### src/rtl/tilt_div_scheduler.sv
// Shares one valid/ready divider between the X and Y tilt axes and turns each
// magnitude into a per-axis tick rate. Define MAG_DEADBAND_EN to stop below DEADBAND.

module tilt_tick_cnt #(
  parameter int CNTR_WIDTH = 32
) (
  input  logic                  clk,
  input  logic                  reset,
  input  logic                  clear,
  input  logic [CNTR_WIDTH-1:0] period,
  output logic                  tick
);
  logic [CNTR_WIDTH-1:0] cnt;

  always_ff @(posedge clk) begin
    if (reset || clear || period == '0) begin
      cnt  <= '0;
      tick <= 1'b0;
    end else if (cnt == period) begin
      cnt  <= '0;
      tick <= 1'b1;
    end else begin
      cnt  <= cnt + CNTR_WIDTH'(1);
      tick <= 1'b0;
    end
  end
endmodule

module tilt_div_scheduler #(
  parameter int CLK_FREQUENCY_HZ = 100000000,
  parameter int MAG_WIDTH        = 8,
  parameter int CNTR_WIDTH       = 32,
  parameter int DIV_TIMEOUT      = 64,
  parameter int DEADBAND         = 16
) (
  input  logic                  clk,
  input  logic                  reset,
  input  logic [MAG_WIDTH-1:0]  x_mag,
  input  logic [MAG_WIDTH-1:0]  y_mag,
  output logic                  div_tvalid,
  input  logic                  div_tready,
  output logic [MAG_WIDTH-1:0]  div_divisor,
  output logic [CNTR_WIDTH-1:0] div_dividend,
  input  logic                  div_result_valid,
  input  logic [CNTR_WIDTH-1:0] div_quotient,
  output logic [CNTR_WIDTH-1:0] x_period,
  output logic [CNTR_WIDTH-1:0] y_period,
  output logic                  tick_x,
  output logic                  tick_y,
  output logic                  busy,
  output logic                  div_error
);
  localparam int   NUM_AXES = 2;
  localparam int   WCW      = $clog2(DIV_TIMEOUT + 1);
  localparam logic AX_Y     = 1'b1;

  if (DIV_TIMEOUT < 1 || DEADBAND < 0) begin : g_bad_param
    $error("tilt_div_scheduler: DIV_TIMEOUT must be >= 1 and DEADBAND >= 0");
  end

  typedef enum logic [1:0] {IDLE, ISSUE, WAIT, COMMIT} state_t;
  state_t state_q, state_d;

  logic [NUM_AXES-1:0][MAG_WIDTH-1:0]  mag, cur;
  logic [NUM_AXES-1:0][CNTR_WIDTH-1:0] period;
  logic [NUM_AXES-1:0]                 pending, commit, tick;
  logic [MAG_WIDTH-1:0]                snap, grant_mag;
  logic [CNTR_WIDTH-1:0]               quot;
  logic [WCW-1:0]                      wait_cnt;
  logic                                grant, grant_q, last_grant, grant_stop, timeout;

  assign mag = {y_mag, x_mag};

  // On a tie the axis that was not served last wins.
  assign grant     = (&pending) ? ~last_grant : ~pending[0];
  assign grant_mag = mag[grant];
`ifdef MAG_DEADBAND_EN
  assign grant_stop = (grant_mag < MAG_WIDTH'(DEADBAND));
`else
  assign grant_stop = (grant_mag == '0);
`endif
  assign timeout = (wait_cnt == WCW'(DIV_TIMEOUT - 1));

  always_ff @(posedge clk) begin
    if (reset) state_q <= IDLE;
    else       state_q <= state_d;
  end

  always_comb begin
    state_d = state_q;
    commit  = '0;
    case (state_q)
      IDLE: if (|pending) begin
        if (grant_stop) commit[grant] = 1'b1;
        else            state_d = ISSUE;
      end
      ISSUE:  if (div_tvalid && div_tready) state_d = WAIT;
      WAIT: begin
        if (div_result_valid) state_d = COMMIT;
        else if (timeout)     state_d = IDLE;
      end
      COMMIT: begin
        commit[grant_q] = 1'b1;
        state_d         = IDLE;
      end
      default: state_d = IDLE;
    endcase
  end

  always_ff @(posedge clk) begin
    if (reset) begin
      pending    <= '0;
      cur        <= '0;
      period     <= '0;
      snap       <= '0;
      quot       <= '0;
      wait_cnt   <= '0;
      grant_q    <= 1'b0;
      last_grant <= AX_Y;
      div_tvalid <= 1'b0;
      div_error  <= 1'b0;
    end else begin
      for (int a = 0; a < NUM_AXES; a++)
        if (mag[a] != cur[a]) pending[a] <= 1'b1;
      case (state_q)
        IDLE: if (|pending) begin
          grant_q <= grant;
          snap    <= grant_mag;
          if (grant_stop) begin
            cur[grant]     <= grant_mag;
            period[grant]  <= '0;
            pending[grant] <= 1'b0;
          end
        end
        ISSUE: begin
          // Registered valid: raised one cycle into ISSUE, dropped on handshake.
          div_tvalid <= ~(div_tvalid & div_tready);
          wait_cnt   <= '0;
        end
        WAIT: begin
          if (div_result_valid) begin
            quot <= div_quotient;
          end else if (timeout) begin
            div_error  <= 1'b1;
            last_grant <= grant_q;
          end else begin
            wait_cnt <= wait_cnt + WCW'(1);
          end
        end
        COMMIT: begin
          period[grant_q]  <= (quot == '0) ? '0 : quot - CNTR_WIDTH'(1);
          cur[grant_q]     <= snap;
          last_grant       <= grant_q;
          // Magnitude moved while dividing: keep pending so it is recomputed.
          pending[grant_q] <= (mag[grant_q] != snap);
        end
        default: ;
      endcase
    end
  end

  for (genvar a = 0; a < NUM_AXES; a++) begin : g_axis
    tilt_tick_cnt #(.CNTR_WIDTH(CNTR_WIDTH)) u_tick (
      .clk    (clk),
      .reset  (reset),
      .clear  (commit[a]),
      .period (period[a]),
      .tick   (tick[a])
    );
  end

  assign div_divisor  = snap;
  assign div_dividend = CNTR_WIDTH'(CLK_FREQUENCY_HZ);
  assign x_period     = period[0];
  assign y_period     = period[1];
  assign tick_x       = tick[0];
  assign tick_y       = tick[1];
  assign busy         = (state_q != IDLE);
endmodule

### config.mk
export PLATFORM = sky130hd
export DESIGN_NAME = tilt_div_scheduler
export DESIGN_NICKNAME = d
export VERILOG_FILES = /design/src/rtl/tilt_div_scheduler.sv
export SDC_FILE = /design/constraint.sdc
export NUM_CORES = 1
export LEC_CHECK = 0
export ABC_AREA = 1
export BUFFER_PORTS_ARGS = -buffer_cell sky130_fd_sc_hd__buf_2
export CAP_MARGIN = 20
export CELL_PAD_IN_SITES_DETAIL_PLACEMENT = 1
export CELL_PAD_IN_SITES_GLOBAL_PLACEMENT = 1
export CORE_UTILIZATION = 41
export CTS_CLUSTER_DIAMETER = 100
export DETAILED_ROUTE_END_ITERATION = 16
export GPL_ROUTABILITY_DRIVEN = 1
export PLACE_DENSITY = 0.78
export SYNTH_ARGS = -nofsm -noshare
export SYNTH_HDL_FRONTEND = slang
export SYNTH_SLANG_ARGS = --single-unit
### constraint.sdc
create_clock -name clk -period 2.75 [get_ports clk]
set_clock_uncertainty 0.1 [all_clocks]
set_input_delay 0.275 -clock clk [delete_from_list [all_inputs] [get_ports clk]]
set_output_delay 0.275 -clock clk [all_outputs]
set_load 0.01 [all_outputs]
## Word-level counts from Yosys, hierarchy flattened

Index checks and enable logic that the tools add are counted.

| cells by class | value |
|---|---|
| add/subtract/negate cells | 4 |
| multiply operators | 0 |
| divide/modulo/power cells | 0 |
| $lt $le $gt $ge | 4 |
| eq/ne operators | 17 |
| shift operators | 0 |
| multiplexer cells | 52 |
| bitwise gates (word level) | 9 |
| reduce and logical (&&, ||, !) cells | 27 |

Operators by type and width:

| kind | number |
|---|---|
| 64-bit 2-to-1 mux | 2 |
| 64-bit case mux with 2 select lines | 1 |
| 32-bit zero test | 3 |
| 32-bit 2-to-1 mux | 3 |
| 32-bit by 1-bit adder with 32-bit output (second input constant) | 2 |
| 64-bit AND | 1 |
| 64-bit bitwise mux | 1 |
| 32-bit demux with 1-bit select | 2 |
| 32-bit equality test | 2 |
| 64-bit inverter | 1 |
| 8-bit 2-to-1 mux | 6 |
| 16-bit bitwise mux | 2 |
| 16-bit 2-to-1 mux | 2 |
| 16-bit case mux with 2 select lines | 1 |
| 32-bit by 1-bit subtractor with 32-bit output (second input constant) | 1 |
| 8-bit inequality test | 3 |
| 2-bit 2-to-1 mux | 9 |
| 8-bit demux with 1-bit select | 2 |
| 7-bit 2-to-1 mux | 2 |
| 2-bit inequality test (second input constant) | 7 |
| 7-bit case mux with 2 select lines | 1 |
| 3-bit AND reduction | 4 |
| 1-bit 2-to-1 mux | 11 |
| 8-bit zero test | 1 |
| other kinds (23) | 43 |

| storage, ports and cells | value |
|---|---|
| bits in registers | 201 |
| bits in latches | 0 |
| memory bits (writable) | 0 |
| ROM bits | 0 |
| memories | 0 |

## Logic depth before layout (Yosys ltp)

| logic depth | value |
|---|---|
| word-level depth | 12 |
| depth in mapped cells | 16 |

## Hierarchy

Synthesis repeated with hierarchy kept, for this count alone.

| unflattened totals | value |
|---|---|
| cells, all modules | 1,914 |
| area total of the unflattened synthesis | 12,062.8 µm² |

Modules (own cells, without submodules):

| module | instances | cells each | area each (µm²) | seq. area each (µm²) |
|---|---|---|---|---|
| tilt_div_scheduler | 1 | 1,196 | 7,573.5 | 2,702.6 |
| tilt_tick_cnt (g_axis[1].u_tick) | 1 | 359 | 2,252.2 | 660.6 |
| tilt_tick_cnt (g_axis[0].u_tick) | 1 | 359 | 2,237.1 | 660.6 |

## Worst setup path after synthesis

No wires, ideal clock.

| timing | value |
|---|---|
| kind | flip-flop to flip-flop |
| start | reg state_q[0] |
| end | reg period, in the netlist y_period[0] |
| library setup time | 0.070 ns |
| data arrival time | 1.786 ns |
| required time | 2.580 ns |
| setup slack | 0.794 ns |
| cell stages (with the launch flop) | 10 |
| path buffers | 2 |
| period minus slack after synthesis | 1.956 ns |
| cells stage by stage | dfxtp_1 -> ha_1 -> clkbuf_1 -> nor2_4 -> inv_1 -> nand2_2 -> nand2_1 -> clkbuf_1 -> nand2_1 -> a21oi_1 |

| between the ends | value |
|---|---|
| cells in the longest elaborated chain, start to end | 3 |
| elaborated cells between the ends (all ways) | 7 |
| classes of those cells | 3 x eq/ne; 1 x mux; 3 x reduce/logical |

RTL lines:

| element | line | RTL |
|---|---|---|
| start, declared | 62 | `state_t state_q, state_d;` |
| start signal, assigned | 86 | `else state_q <= state_d;` |
| 2-bit equality test / 2-bit zero test (equally long branches) | 125 | `case (state_q)` |
| 2-bit nonzero test (no line) / 2-bit inequality test (equally long branches) | -- |  |
| 3-bit AND reduction (no line) | -- |  |
| end signal, assigned by index | 151 | `period[grant_q] <= (quot == '0) ? '0 : quot - CNTR_WIDTH'(1);` |
| end, declared | 65 | `logic [NUM_AXES-1:0][CNTR_WIDTH-1:0] period;` |

Several ways; a longest one is shown, not always the timed one.
A chain may end at the register's enable or synchronous reset.

## Worst setup path in the final report

| timing | value |
|---|---|
| start | reg state_q[1] |
| end | reg period, in the netlist y_period[1] |

The elaborated chain is that of the path after synthesis.

==> summary.md <==
| Metric | Value |
|---|---|
| Run status | complete, no violations |
| Place WS | 295.5 ps |
| Clock Sinks | 201 |
| Post-detail-place hpwl | 31760 microns |
| Post-Syn Area | 11770 sq um |
| WHS Path Cells | 3 |
| First-pass GRT wire length | 66150 microns |
| Final Hold Fails | 0 |
| Min-delay src | div_quotient[26] |
| Synth top area share | 34.18% |
| F_max | 409.9 MHz |
| Final instance area | 13740 sq um |
| CP endpoint kind | flip-flop |
| Max Slew Vio Count | 0 |
| Synth area leader | dfxtp_1 |
| Tmin final | 2440 ps |
| Clock insertion delay at the later pin of the skew report | 530 ps |
| Via count | 12.29k |
| Worst slew pin tran | 665.6 ps |
| Largest cells by area after synthesis | dfxtp_1 (34%), nand2_1 (13%), nor2_1 (10%) |
| Final Util | 49.05% |
| RR Startpoint | state_q[1] |
| Std-Cell Rows | 61 |
| Hold Path End | quot[26] |
| Clock root buffer | clkbuf_16 |
| Fill cells | 3792 |
| Routed WL | 41960 microns |
| Hold WS | 22.87 ps |
| RSZ-0062 raised after global routing | no |
| Floorplan core area | 28010 sq um |
| Die H | 171.5 microns |
| ANT nets after route | 0 |
| WL/cell | 17.89 microns |
| Met3 Track Usage GR | 3.129% |
| Clock slew at reported path FFs | 60 ps |
| Overflow after GRT | 0 |
| Post-synthesis sequential area ratio | 34.18% |
| Layout cell share with drive strength beyond 1 | 10.99% |
| Initial antenna violation count | 1 |
| Clock Tree Buf Depth | 3 |
| Reg2reg end | y_period[1] |
| Cells after Synth | 1808 |
| PortBufs | 128 |
| Die area | 29400 sq um |
| Io pins | 161 |
| Routing usage on met2 | 49.45% |
| Largest net degree at the start of global routing | 58 |
| Pleak | 5.932 nW |
| Worst setup path startpoint | state_q[1] |
| Vias per inst | 5.239 |
| Initial core utilization | 42.03% |
| Critical path class | flip-flop to flip-flop |
| Worst EP arrival | 2720 ps |
| Num CTS Buffers | 25 |
| Initial DRC Count | 845 |
| Die X-Extent | 171.5 microns |
| Fin nets | 2009 |
| Storage cell area | 4025 sq um |
| Critical Path Start Type | flip-flop |
| Peak VDD IR | 605.4 uV |
| Worst EP required | 3030 ps |
| Detailed Routing Iterations Pass 1 | 5 |
| PD cells | 914.6 nW/um^2 |
| Setup violations, final | 0 |
| # H-tree levels | 1 |
| CTS tree | yes |
| PnR worst setup slack | 310.2 ps |
| Synth Warn # | 0 |
| Routability cong. | 0.8902 |
| Synthesis-to-layout area growth | 16.70% |
| Seq cells post-synth | 201 |
| Period Utilization, post-route | 88.72% |
| Reg-to-reg setup timing slack | 310 ps |
| Total GRT Usage | 28.75% |
| CP max FO | 38 |
| Yosys cell types | 36 |
| GRT busiest layer | met2 |
| Setup TNS | 0 ps |
| DRC Markers | 0 |
| Post-CTS Setup Repair Bufs | 0 |
| Grt met1 use | 37.53% |
| Vias in the first global route | 12.36k |
| Worst rel slew slack | 55.29% |
| Area occupied by multi-input gates | 6590 sq um |
| Placed cell areas | 12640 sq um |
| Hold crit path type | primary input to flip-flop |
| Reg2reg path depth | 10 |
| Mapped Avg Cell Area | 6.511 sq um |
| Max-cap viol count | 0 |
cells by family after synthesis:
logic type	synth area share, %
other	0.06379
flip-flops	34.18
XOR/XNOR	9.448
buffers and inverters	10.82
AO/OA/AOI/OAI	10.28
adder cells (fa/ha/maj)	0.9565
AND/OR/NAND/NOR	34.25
state kept, by name, summed over array words and instances (netlist names):
name / flops
g_axis.u_tick.cnt: 64
quot: 32
x_period: 32
y_period: 32
cur: 16
div_divisor: 8
wait_cnt: 7
g_axis.u_tick.tick: 2
pending: 2
state_q: 2
div_error: 1
div_tvalid: 1
grant_q: 1
last_grant: 1
worst max-delay path, cell delays in order, from the launching register on:
cell and delay [ps]:
dfxtp_1 350, inv_1 140, ha_1 330, inv_1 170, nor2_1 270, nand2_1 110
nand2_2 200, nand2_1 140, buf_4 280, nand2_1 130, a21oi_1 60
power by group:
| part | total, mW | internal (mW) | switching, mW |
|---|---|---|---|
| Sequential | 3.42 | 3.14 | 0.279 |
| Clock | 3.21 | 1.90 | 1.31 |
| Combinational | 5.94 | 1.53 | 4.41 |
| Total | 12.6 | 6.57 | 5.99 |
how the worst max path moves through the flow:
stage                                     to  slack, ps
floorplan                        y_period[0]        790
global placement    g_axis[0].u_tick.cnt[28]        400
detailed placement                   cur[15]        300
CTS                                  cur[15]        270
global route        g_axis[0].u_tick.cnt[21]        100
finish                           y_period[1]        310
cell usage in the layout, fill, tap and decap left out, types with 2 or more instances in the layout:
cell type	n
nand2_4	2
ha_1	9
and3_1	3
or2_2	10
o31ai_1	9
nand2_1	400
nor3_1	44
buf_4	27
dlygate4sd3_1	30
xor2_1	52
nand2_2	3
buf_2	128
clkbuf_1	8
clkinvlp_4	2
inv_2	2
inv_1	181
clkbuf_8	5
nor2_1	313
o211ai_1	2
xnor2_1	75
nor4_1	17
nand3_1	96
nand4_1	49
o22ai_1	19
conb_1	32
dfxtp_1	200
nand3_2	2
clkbuf_16	25
o21ai_0	81
clkinv_2	3
nand3b_1	9
a21oi_1	117
nor2_4	2
final cells by class:
type                    count  share of cell area, %
clock inverters             7                 0.5009
multi-input cells        1350                  47.97
diodes                      1                0.01821
clock buffers              38                  5.273
flip-flops and latches    201                  29.30
inverters                 184                  5.027
repair buffers            186                  8.470
well taps                 378                  3.443
layer usage:
metal	routed length (microns)	share of wire (%)
met3	1816	4.3
met1	19070	45
met2	19860	47
met4	1191	2.8
met5	14	0.033
cell usage after synthesis (all sizes together):
cell type  instances
buf               62
clkinv             1
o2111ai            1
nand2            405
o31ai              9
dfxtp            201
nor2             316
xor2              52
xnor2             75
conb               2
o21ai             81
nand3b             9
nand3             98
ha                 9
o211ai             2
a22o               1
nor4              17
nand4             49
clkbuf            41
inv              183
and3               3
a21oi            117
nor3              44
or2               11
o22ai             19
repair_timing:
item / in CTS / in global routing
hold buffers: 30 / 0
gates resized for setup: 0 / 1
setup endpoints to repair: 0 / 2
hold endpoints to repair: 30 / 0
metrics by stage:
step / power (mW) / instances
2_1_floorplan: 6.856 / 1838
3_3_place_gp: 9.124 / 2269
3_5_place_dp: 9.211 / 2269
4_1_cts: 12.50 / 2344
5_1_grt: 13.27 / 2344
6_report: 12.57 / 2345
Note: power is estimated with default switching activity, not from simulation.
